===== src/rtl/sandpile_drop_ctrl.sv =====
//==============================================================================
// Module  : sandpile_drop_ctrl
// Purpose : Frame-paced drop scheduler (centre / LFSR-random / manual sources)
//           for the sandpile array. Rev 1.0
//==============================================================================
`default_nettype none

module sandpile_drop_ctrl #(
    parameter int          COORD_W = 9,
    parameter int          RATE_W  = 8,
    parameter logic [15:0] SEED_X  = 16'hACE1,
    parameter logic [15:0] SEED_Y  = 16'h1D2B
) (
    input  logic               clk,
    input  logic               rst,
    input  logic               new_frame_i,
    input  logic               enable_i,
    input  logic               mode_i,
    input  logic [COORD_W-1:0] resolution_i,
    input  logic [RATE_W-1:0]  frames_per_drop_i,
    input  logic               manual_req_i,
    input  logic [COORD_W-1:0] manual_x_i,
    input  logic [COORD_W-1:0] manual_y_i,
    output logic               manual_ack_o,
    output logic               drop_o,
    output logic [COORD_W-1:0] drop_x_o,
    output logic [COORD_W-1:0] drop_y_o,
    output logic [15:0]        drop_count_o,
    output logic               err_o
);

    localparam int PW = 17 + COORD_W;

    typedef enum logic [1:0] {
        IDLE   = 2'd0,
        DECIDE = 2'd1,
        ISSUE  = 2'd2
    } state_t;

    state_t state, state_next;

    logic [RATE_W-1:0]  frame_cnt;
    logic               pend_valid;
    logic [COORD_W-1:0] pend_x, pend_y;
    logic [15:0]        lfsr_x, lfsr_y;

    always_ff @(posedge clk or posedge rst) begin
        if (rst) state <= IDLE;
        else     state <= state_next;
    end

    always_comb begin
        state_next = state;
        case (state)
            IDLE:    if (new_frame_i) state_next = DECIDE;
            DECIDE:  state_next = ISSUE;
            ISSUE:   state_next = IDLE;
            default: state_next = IDLE;
        endcase
    end

    logic [RATE_W-1:0]  k_eff;
    logic [RATE_W:0]    cnt_inc;
    logic               auto_due, res_ok, in_decide;
    logic               take_manual, take_auto, take_random, manual_ok;
    logic [15:0]        lfsr_x_next, lfsr_y_next;
    logic [PW-1:0]      prod_x, prod_y;

    always_comb begin
        k_eff       = (frames_per_drop_i == '0) ? RATE_W'(1) : frames_per_drop_i;
        cnt_inc     = {1'b0, frame_cnt} + (RATE_W+1)'(1);
        auto_due    = enable_i && (cnt_inc >= {1'b0, k_eff});
        res_ok      = (resolution_i != '0);
        in_decide   = (state == DECIDE);
        take_manual = in_decide && res_ok && pend_valid;
        take_auto   = in_decide && res_ok && !pend_valid && auto_due;
        take_random = take_auto && mode_i;
        // A zero resolution fails both compares, so it rejects every request.
        manual_ok   = manual_req_i && (manual_x_i < resolution_i)
                                   && (manual_y_i < resolution_i);
        lfsr_x_next = {lfsr_x[14:0], lfsr_x[15] ^ lfsr_x[13] ^ lfsr_x[12] ^ lfsr_x[10]};
        lfsr_y_next = {lfsr_y[14:0], lfsr_y[15] ^ lfsr_y[13] ^ lfsr_y[12] ^ lfsr_y[10]};
        // Scaling a 16-bit fraction by N keeps the coordinate strictly below N.
        prod_x      = PW'(lfsr_x_next) * PW'(resolution_i);
        prod_y      = PW'(lfsr_y_next) * PW'(resolution_i);
    end

    always_ff @(posedge clk or posedge rst) begin
        if (rst) begin
            drop_o       <= 1'b0;
            manual_ack_o <= 1'b0;
            drop_x_o     <= '0;
            drop_y_o     <= '0;
            drop_count_o <= '0;
            err_o        <= 1'b0;
            frame_cnt    <= '0;
            pend_valid   <= 1'b0;
            pend_x       <= '0;
            pend_y       <= '0;
            lfsr_x       <= SEED_X;
            lfsr_y       <= SEED_Y;
        end else begin
            drop_o       <= take_manual || take_auto;
            manual_ack_o <= take_manual;

            if (take_manual) begin
                drop_x_o <= pend_x;
                drop_y_o <= pend_y;
            end else if (take_random) begin
                drop_x_o <= prod_x[16 +: COORD_W];
                drop_y_o <= prod_y[16 +: COORD_W];
            end else if (take_auto) begin
                drop_x_o <= resolution_i >> 1;
                drop_y_o <= resolution_i >> 1;
            end

            if (take_random) begin
                lfsr_x <= lfsr_x_next;
                lfsr_y <= lfsr_y_next;
            end

            if ((take_manual || take_auto) && (drop_count_o != 16'hFFFF))
                drop_count_o <= drop_count_o + 16'd1;

            if (manual_req_i && !manual_ok)
                err_o <= 1'b1;

            // A request arriving in DECIDE replaces the slot being consumed.
            if (manual_ok) begin
                pend_valid <= 1'b1;
                pend_x     <= manual_x_i;
                pend_y     <= manual_y_i;
            end else if (take_manual) begin
                pend_valid <= 1'b0;
            end

            // When manual pre-empts a due auto drop the counter holds, so auto fires next frame.
            if (!enable_i)
                frame_cnt <= '0;
            else if (in_decide && res_ok) begin
                if (take_auto)
                    frame_cnt <= '0;
                else if (!auto_due)
                    frame_cnt <= cnt_inc[RATE_W-1:0];
            end
        end
    end

endmodule

`default_nettype wire


===== config.mk =====
export PLATFORM = sky130hd
export DESIGN_NAME = sandpile_drop_ctrl
export DESIGN_NICKNAME = d
export VERILOG_FILES = /design/src/rtl/sandpile_drop_ctrl.sv
export SDC_FILE = /design/constraint.sdc
export NUM_CORES = 1
export LEC_CHECK = 0
export ABC_AREA = 1
export CAP_MARGIN = 20
export CORE_ASPECT_RATIO = 0.5
export CORE_MARGIN = 2
export CORE_UTILIZATION = 54
export CTS_CLUSTER_SIZE = 20
export DETAILED_ROUTE_END_ITERATION = 10
export GPL_TIMING_DRIVEN = 0
export PLACE_DENSITY = 0.8
export SLEW_MARGIN = 20
export SYNTH_ARGS = -nofsm -noshare
export SYNTH_HDL_FRONTEND = slang
export SYNTH_SLANG_ARGS = --single-unit

===== constraint.sdc =====
create_clock -name clk -period 8.7 [get_ports clk]
set_input_delay 1.74 -clock clk [delete_from_list [all_inputs] [get_ports clk]]
set_output_delay 1.74 -clock clk [all_outputs]
set_load 0.03 [all_outputs]

[Yosys cells after proc, flatten, opt, wreduce, memory -nomap -nowiden]
Cells that the tools add are included.
Operators by class
  add/sub/neg operators: 2
  $mul: 2
  order comparisons: 3
  equal/unequal tests: 5
  mux-type cells: 14
  bitwise logic cells: 6
  reductions and logical operators: 19
Operator list (number)
  $mul 16x9->25: 2
  $mux 9: 5
  $mux 8: 5
  $lt 9x9->1: 2
  $add 16x1->16 const B: 1
  $ne 16x16->1 const B: 1
  $logic_and 1x1->1: 10
  $add 8x1->9 const B: 1
  $ge 9x8->1: 1
  $reduce_bool 9->1: 1
  $logic_not 8->1: 1
  $xor 1x1->1: 6
  $pmux 2 s2: 1
  $ne 3x2->1 const B: 1
  $reduce_bool 3->1: 1
  $eq 2x1->1 const B: 1
  $logic_not 1->1: 2
  $logic_not 2->1: 1
  $mux 1: 2
  $mux 2: 1
  $ne 2x1->1 const B: 1
  $ne 2x2->1 const B: 1
  $reduce_and 2->1: 1
  $reduce_bool 2->1: 1
  $logic_or 1x1->1: 1
Word-level totals
  bits in registers: 98
  input bits: 41
  output and inout port bits: 37
  logic and storage cells: 64

[Logic depth before layout (Yosys ltp)]
Gate-level depths: netlist of the first run.
  word-level depth: 8
  mapped depth: 29

[Worst setup path before layout of the first run]
No wires, ideal clock.
  kind: input to register
  from: input port resolution_i[0]
  to: register drop_y_o[5]
  library setup time: 117 ps
  data arrival time: 5751 ps
  required time: 8583 ps
  setup slack: 2832 ps
  stages on the path: 22
  cell sequence: clkbuf_1 -> buf_1 -> nand2_1 -> fa_1 -> inv_1 -> fa_1 -> inv_1 -> fa_1 -> fa_1 -> inv_1 -> ha_1 -> a21o_1 -> a21boi_0 -> o21ai_0 -> nand2_1 -> nand3_1 -> nor2_1 -> nor2_1 -> nand2_1 -> nand3_1 -> nand2_1 -> nand2_1
Between the ends
  longest elaborated chain between the ends: 7
  elaborated cells between the ends (all ways): 10
  those cells by class: mul (1); mux (2); reduce/logical (7)
RTL lines
  from (decl): RTL line 19  | input logic [COORD_W-1:0] resolution_i,
  branches (longest 7 deep; another with $mul 16x9->25)
  to (signal assigned): RTL line 108  | drop_y_o <= pend_y;
  to (signal assigned): RTL line 111  | drop_y_o <= prod_y[16 +: COORD_W];
  to (signal assigned): RTL line 114  | drop_y_o <= resolution_i >> 1;
  to (decl): RTL line 27  | output logic [COORD_W-1:0] drop_y_o,
Parallel ways; which one is timed is not known.
A chain may end at the register's enable or synchronous reset.

[Final worst setup path of the first run]
  from: input port resolution_i[1]
  to: register drop_x_o[5]
Between the ends
  longest elaborated chain between the ends: 7
  elaborated cells between the ends (all ways): 10
  those cells by class: mul (1); mux (2); reduce/logical (7)
RTL lines
  branches (longest 7 deep; another with $mul 16x9->25)
  to (signal assigned): RTL line 107  | drop_x_o <= pend_x;
  to (signal assigned): RTL line 110  | drop_x_o <= prod_x[16 +: COORD_W];
  to (signal assigned): RTL line 113  | drop_x_o <= resolution_i >> 1;
  to (decl): RTL line 26  | output logic [COORD_W-1:0] drop_x_o,
Parallel ways; which one is timed is not known.

==> results.json, run 1 <==
{
  "status": "complete, no violations",
  "peakVddDrop_uv": 95.3,
  "place_area_mm2": 0.0156,
  "drc": 0,
  "die-width_um": 235,
  "fin_area_mm2": 0.0159,
  "syn_nets": 2322,
  "yosysMostFrequentCell": "nand2_1",
  "final_antenna_net_count": 0,
  "syn2layout_area_growth_pct": 10.3,
  "syn_inst": 1977,
  "cp-start-kind": "input pin",
  "final.setup_skew_ps": 9.71,
  "netlist.area_leader.share_pct": 27.2,
  "ys_seq_area_share_pct": 17.1,
  "wl_um": 38800,
  "yosys_most_used_dff": "dfrtp_1",
  "antenna_cells": 0,
  "fmax_mhz": 137,
  "finish.utilization_pct": 60.4,
  "cp.arrival_ps": 7580,
  "drt-wirelength-per-cell_um": 16.1,
  "min_path_type": "reg2reg",
  "setup_viol": 0,
  "ys_types": 47,
  "cts_hold_buf": 0,
  "htree_levels": 3,
  "fin_crit_ps": 7300,
  "grt_pass1_vias": 13000,
  "p_leak_uw": 0.00908,
  "whs_ps": 433,
  "relSlewSlack_pct": 32.1,
  "path_class": "in2reg",
  "drt_first_iter_violations": 1044,
  "synthTopCellsByArea": "fa_1, nand2_1, dfrtp_1",
  "antenna_found_initial": 0,
  "fin_tns_setup_ps": 0,
  "cts-resized-gates": 0,
  "worstPathMaxFanout": 10,
  "synthesis.area_mm2": 0.0144,
  "crit_path_end_kind": "flop",
  "synth-seq-cells": 98,
  "p_per_area_mw_per_mm2": 106,
  "initial_core_util_pct": 54.8,
  "chipHeight_um": 120,
  "synth-async-reset-ratio_pct": 100,
  "period_share_pct": 83.9,
  "port_buffers": 71,
  "core_area_mm2": 0.0264,
  "avgSynthCellArea_um2": 7.31,
  "grtUsageTotal_pct": 29.4,
  "synthTopCellsByCount": "nand2_1, inv_1, fa_1",
  "postCtsSetupBuffers": 0,
  "final_nets": 2405,
  "hold_viol_final": 0,
  "cts_tree": "built",
  "clock_path_buffers": 2,
  "grt_pass1_wl_um": 64900,
  "slew_viol_final": 0,
  "worst_slack_ps": 1400,
  "post-place-ws_ps": 1120,
  "yosysTopAreaCell": "fa_1",
  "dp_hpwl_um": 30400,
  "cts_made_buffers": 9,
  "worst_slew_pin_slew_ps": 1020,
  "synth-edff-count": 0,
  "drt-pass1-iter-count": 8,
  "gp_congestion": 0.957,
  "drv_cap": 0,
  "routed-via-count": 12700,
  "critPathRequiredTime_ps": 8980,
  "io_pins": 78,
  "grt_max_degree": 56,
  "cts.sinks": 98,
  "grt_overflow": 0,
  "rsz0062_at_grt": "false",
  "dieArea_mm2": 0.0282,
  "clk_latency_ps": 390,
  "row_count": 42,
  "synth_warnings": 0,
  "cts-root-buf": "clkbuf_16",
  "via_per_inst": 5.25,
  "drive_gt1_share_pct": 4.46,
  "clk_pin_slew_worst_paths_ps": 80
}
==> worst max-delay path, cell delays in order <==
cell,delay (ps)
clkdlybuf4s50_1,650
clkbuf_1,670
clkbuf_1,540
nand2_1,210
fa_1,550
inv_1,50
fa_1,500
inv_1,50
fa_1,470
inv_1,50
fa_1,510
ha_1,350
nand2_1,150
inv_1,50
a21oi_1,210
nor2_1,80
nor3_1,220
nand4_1,120
nand3_1,140
nand3_1,100
nand2_1,90
nand2_1,50
==> metrics by stage <==
step           std cells  power, uW
2_1_floorplan       1977       1000
3_3_place_gp        2400       1240
3_5_place_dp        2401       1250
4_1_cts             2417       1690
5_1_grt             2417       1780
6_report            2417       1690
==> logic make-up (layout without fill, tap and decap cells) <==
group	after synthesis	count (layout)	share of synthesized area, %
xor+xnor	27	27	1.64
flops	98	98	17.1
compound gates	151	151	5.90
fa+ha+maj	304	304	36.5
buf+inv	585	673	15.7
simple gates	812	812	23.2
==> report_power, final <==
group	switching [uW]	total, uW	internal, uW
logic	419	658	239
registers	54.3	595	541
clock network	218	433	215
total	692	1690	995
==> path summary, 6_finish.rpt <==
check | start | cells after the start | slack [ps] | end
worst max-delay path | resolution_i[1] | 22 | 1400 | drop_x_o[5]
worst min-delay path | state[1] | 1 | 430 | state[0]
worst max register to register | lfsr_x[13] | 19 | 3550 | drop_x_o[7]
worst min register to register | state[1] | 1 | 430 | state[0]
max in group asynchronous | rst | 3 | 6240 | lfsr_y[12]
min in group asynchronous | rst | 2 | 1760 | frame_cnt[4]
==> per-layer routing <==
layer / track usage (%) / routed length, um
met3: 7.04 / 3490
met2: 47.4 / 17600
met5: 0 / 0
met4: 10.0 / 1100
met1: 39.3 / 16700
==> registers in the layout, indices dropped and copies added (netlist names) <==
name / count
drop_o: 1
err_o: 1
lfsr_x: 16
lfsr_y: 16
drop_y_o: 9
pend_x: 9
state: 2
manual_ack_o: 1
drop_x_o: 9
drop_count_o: 16
frame_cnt: 8
pend_y: 9
pend_valid: 1
==> area by class of cell <==
class	instances	area [um2]
Fill cell	2354	10500
Multi-Input combinational cell	1294	9710
Sequential cell	98	2470
Inverter	502	1890
Timing Repair Buffer	72	738
Tap cell	352	440
Buffer	83	373
Clock buffer	11	253
Clock inverter	5	45.0
==> cell usage in the layout (no fill, tap or decap), types with 4 or more instances in the layout <==
cell type	count
fa_1	196
xnor2_1	7
buf_2	18
a21o_1	10
buf_4	8
o21a_1	4
a21oi_1	58
nor3_1	21
o21bai_1	7
o22ai_1	7
nor2_1	70
a31oi_1	7
dfstp_2	16
xor2_1	20
inv_2	7
nand3b_1	8
o21ai_1	22
nand4_1	15
clkbuf_1	54
dfrtp_1	82
nor4_1	4
ha_1	108
nand2_1	614
clkdlybuf4s50_1	71
inv_1	492
nand3_1	57
o21ai_0	28
clkbuf_16	9
Note: power is estimated with default switching activity, not from simulation.
==> run 2: changes to the inputs <==
--- a/config.mk
+++ b/config.mk
@@ -13,7 +13,7 @@
 export CTS_CLUSTER_SIZE = 20
 export DETAILED_ROUTE_END_ITERATION = 10
 export GPL_TIMING_DRIVEN = 0
-export PLACE_DENSITY = 0.8
+export PLACE_DENSITY = 0.83
 export SLEW_MARGIN = 20
 export SYNTH_ARGS = -nofsm -noshare
 export SYNTH_HDL_FRONTEND = slang
==> constraint.sdc (replaced) <==
create_clock -name clk -period 5.9 [get_ports clk]
set_input_delay 1.18 -clock clk [delete_from_list [all_inputs] [get_ports clk]]
set_output_delay 1.18 -clock clk [all_outputs]
set_load 0.03 [all_outputs]
==> results.json, run 2 (synthesis results as in run 1) <==
{
  "post-place-ws_ps": -1190,
  "cts-root-buf": "clkbuf_16",
  "rrSetupSlack_ps": 770,
  "crit_start": "resolution_i[7]",
  "initial_core_util_pct": 54.8,
  "core_area_mm2": 0.0264,
  "drt-pass1-iter-count": 6,
  "grt_pass1_vias": 13300,
  "p_leak_uw": 0.00917,
  "hold_viol_final": 0,
  "io_pins": 78,
  "postCtsSetupBuffers": 0,
  "period_share_pct": 96.5,
  "final.setup_skew_ps": 12.1,
  "slew_viol_final": 0,
  "min_from": "state[1]",
  "fillers": 2275,
  "grt_pass1_wl_um": 65600,
  "antenna_found_initial": 0,
  "setup_viol": 0,
  "clock_path_buffers": 2,
  "regArea_mm2": 0.00247,
  "holdPathEnd": "state[0]",
  "antenna_cells": 0,
  "fin_tns_setup_ps": 0,
  "grt_overflow": 0,
  "syn2layout_area_growth_pct": 10.7,
  "ff2ff_path_depth": 21,
  "multi_input_area_mm2": 0.00972,
  "rr_startpoint": "lfsr_x[7]",
  "gp_congestion": 0.947,
  "final_common_cell": "nand2_1",
  "dieArea_mm2": 0.0282,
  "mostFrequentLayoutCells": "nand2_1, inv_1, fa_1, ha_1, dfrtp_1",
  "reg_top3": "drop_count_o x16, lfsr_x x16, lfsr_y x16",
  "dp_hpwl_um": 30900,
  "p_per_area_mw_per_mm2": 158,
  "cp-start-kind": "input pin",
  "clk_pin_slew_worst_paths_ps": 80,
  "row_count": 42,
  "worstPathMaxFanout": 10,
  "path_class": "in2reg",
  "r2r_end": "drop_x_o[7]",
  "routed-via-count": 12800,
  "crit_path_end_kind": "flop",
  "place_area_mm2": 0.0156,
  "cts_made_buffers": 9,
  "min_path_type": "reg2reg",
  "die-width_um": 235,
  "grtUsageTotal_pct": 29.6,
  "via_per_inst": 5.29,
  "drc": 0,
  "fmax_mhz": 176,
  "final_antenna_net_count": 0,
  "htree_levels": 3,
  "critPathRequiredTime_ps": 6160,
  "cp.arrival_ps": 5950,
  "rsz0062_at_grt": "true",
  "drt-wirelength-per-cell_um": 16.3,
  "drt_first_iter_violations": 1110,
  "fin_crit_ps": 5690,
  "whs_ps": 431,
  "clk_latency_ps": 380,
  "wl_um": 39500,
  "final_nets": 2405,
  "drive_gt1_share_pct": 5.67,
  "relSlewSlack_pct": 47.7,
  "drv_cap": 0,
  "grt_max_degree": 77,
  "port_buffers": 71,
  "worst_slew_pin_slew_ps": 784,
  "worst_slack_ps": 206,
  "cts.sinks": 98,
  "peakVddDrop_uv": 153,
  "chipHeight_um": 120,
  "fin_area_mm2": 0.0160,
  "cts_tree": "built",
  "hold_depth": 1,
  "status": "complete, no violations"
}
## run 2: cell types whose count changed in the layout (fill, tap and decap cells not counted), sizes merged
cell / before / now
clkdlybuf4s50: 71 / 68
buf: 29 / 31
bufinv: 0 / 1
clkbuf: 66 / 65
clkinv: 1 / 2
dlymetal6s2s: 0 / 1
inv: 505 / 504
## run 2: worst max-delay path by stage
| stage | end | slack (ps) | cells after the start |
|---|---|---|---|
| after floorplan | drop_y_o[5] | 590 | 22 |
| after global placement | drop_x_o[7] | -1110 | 23 |
| after detailed placement | drop_x_o[7] | -1190 | 23 |
| after CTS | drop_x_o[7] | 40 | 20 |
| after global routing | drop_x_o[7] | -50 | 22 |
| final | drop_x_o[7] | 210 | 22 |
## run 2: cell type report
| class | instances | area share [%] |
|---|---|---|
| plain buffers | 83 | 2.68 |
| clock buffers | 10 | 1.49 |
| clock inverters | 6 | 0.461 |
| inverters | 502 | 11.8 |
| multi-input cells | 1294 | 60.7 |
| flip-flops and latches | 98 | 15.5 |
| well taps | 352 | 2.75 |
| repair buffers | 72 | 4.57 |
## run 2: metrics by stage
| stage | total power [uW] | cells | util [%] |
|---|---|---|---|
| 5_1_grt | 2650 | 2417 | 60.6 |
| 4_1_cts | 2520 | 2417 | 60.5 |
| 3_3_place_gp | 1820 | 2400 | 59.1 |
| 3_5_place_dp | 1850 | 2401 | 59.3 |
| 2_1_floorplan | 1480 | 1977 | - |
| 6_report | 2520 | 2417 | 60.6 |
## run 2: routing by layer
| metal | vias up | track usage, % | share of wire, % |
|---|---|---|---|
| li1 | 5977 | - | - |
| met1 | 6124 | 36.5 | 39 |
| met2 | 586 | 49.8 | 47 |
| met3 | 109 | 8.17 | 10 |
| met4 | 2 | 11.7 | 3.4 |
| met5 | - | 1.25 | 0.12 |
## run 2: where the power goes
| group | internal [uW] | switching [uW] |
|---|---|---|
| clock network | 348 | 316 |
| logic | 357 | 622 |
| registers | 797 | 83.3 |
| total | 1500 | 1020 |
## run 2: critical path, stage by stage
cell and delay (ps):
buf_2 160, clkbuf_1 550, nand2_1 190, fa_1 540
inv_1 50, fa_1 490, inv_1 60, fa_1 530
inv_1 60, fa_1 450, ha_1 410, nand2_1 140
nor2_1 110, nand2_1 80, nor4_1 200, o21ai_1 140
nand2_1 80, nand2_1 50, nand2_1 180, nor2_1 60
o21ai_1 160, nand2_1 70
## run 2: what timing repair did
action,CTS,global route
hold endpoints to repair,0,0
hold buffers,0,0
setup endpoints to repair,18,14
resized for setup,15,45
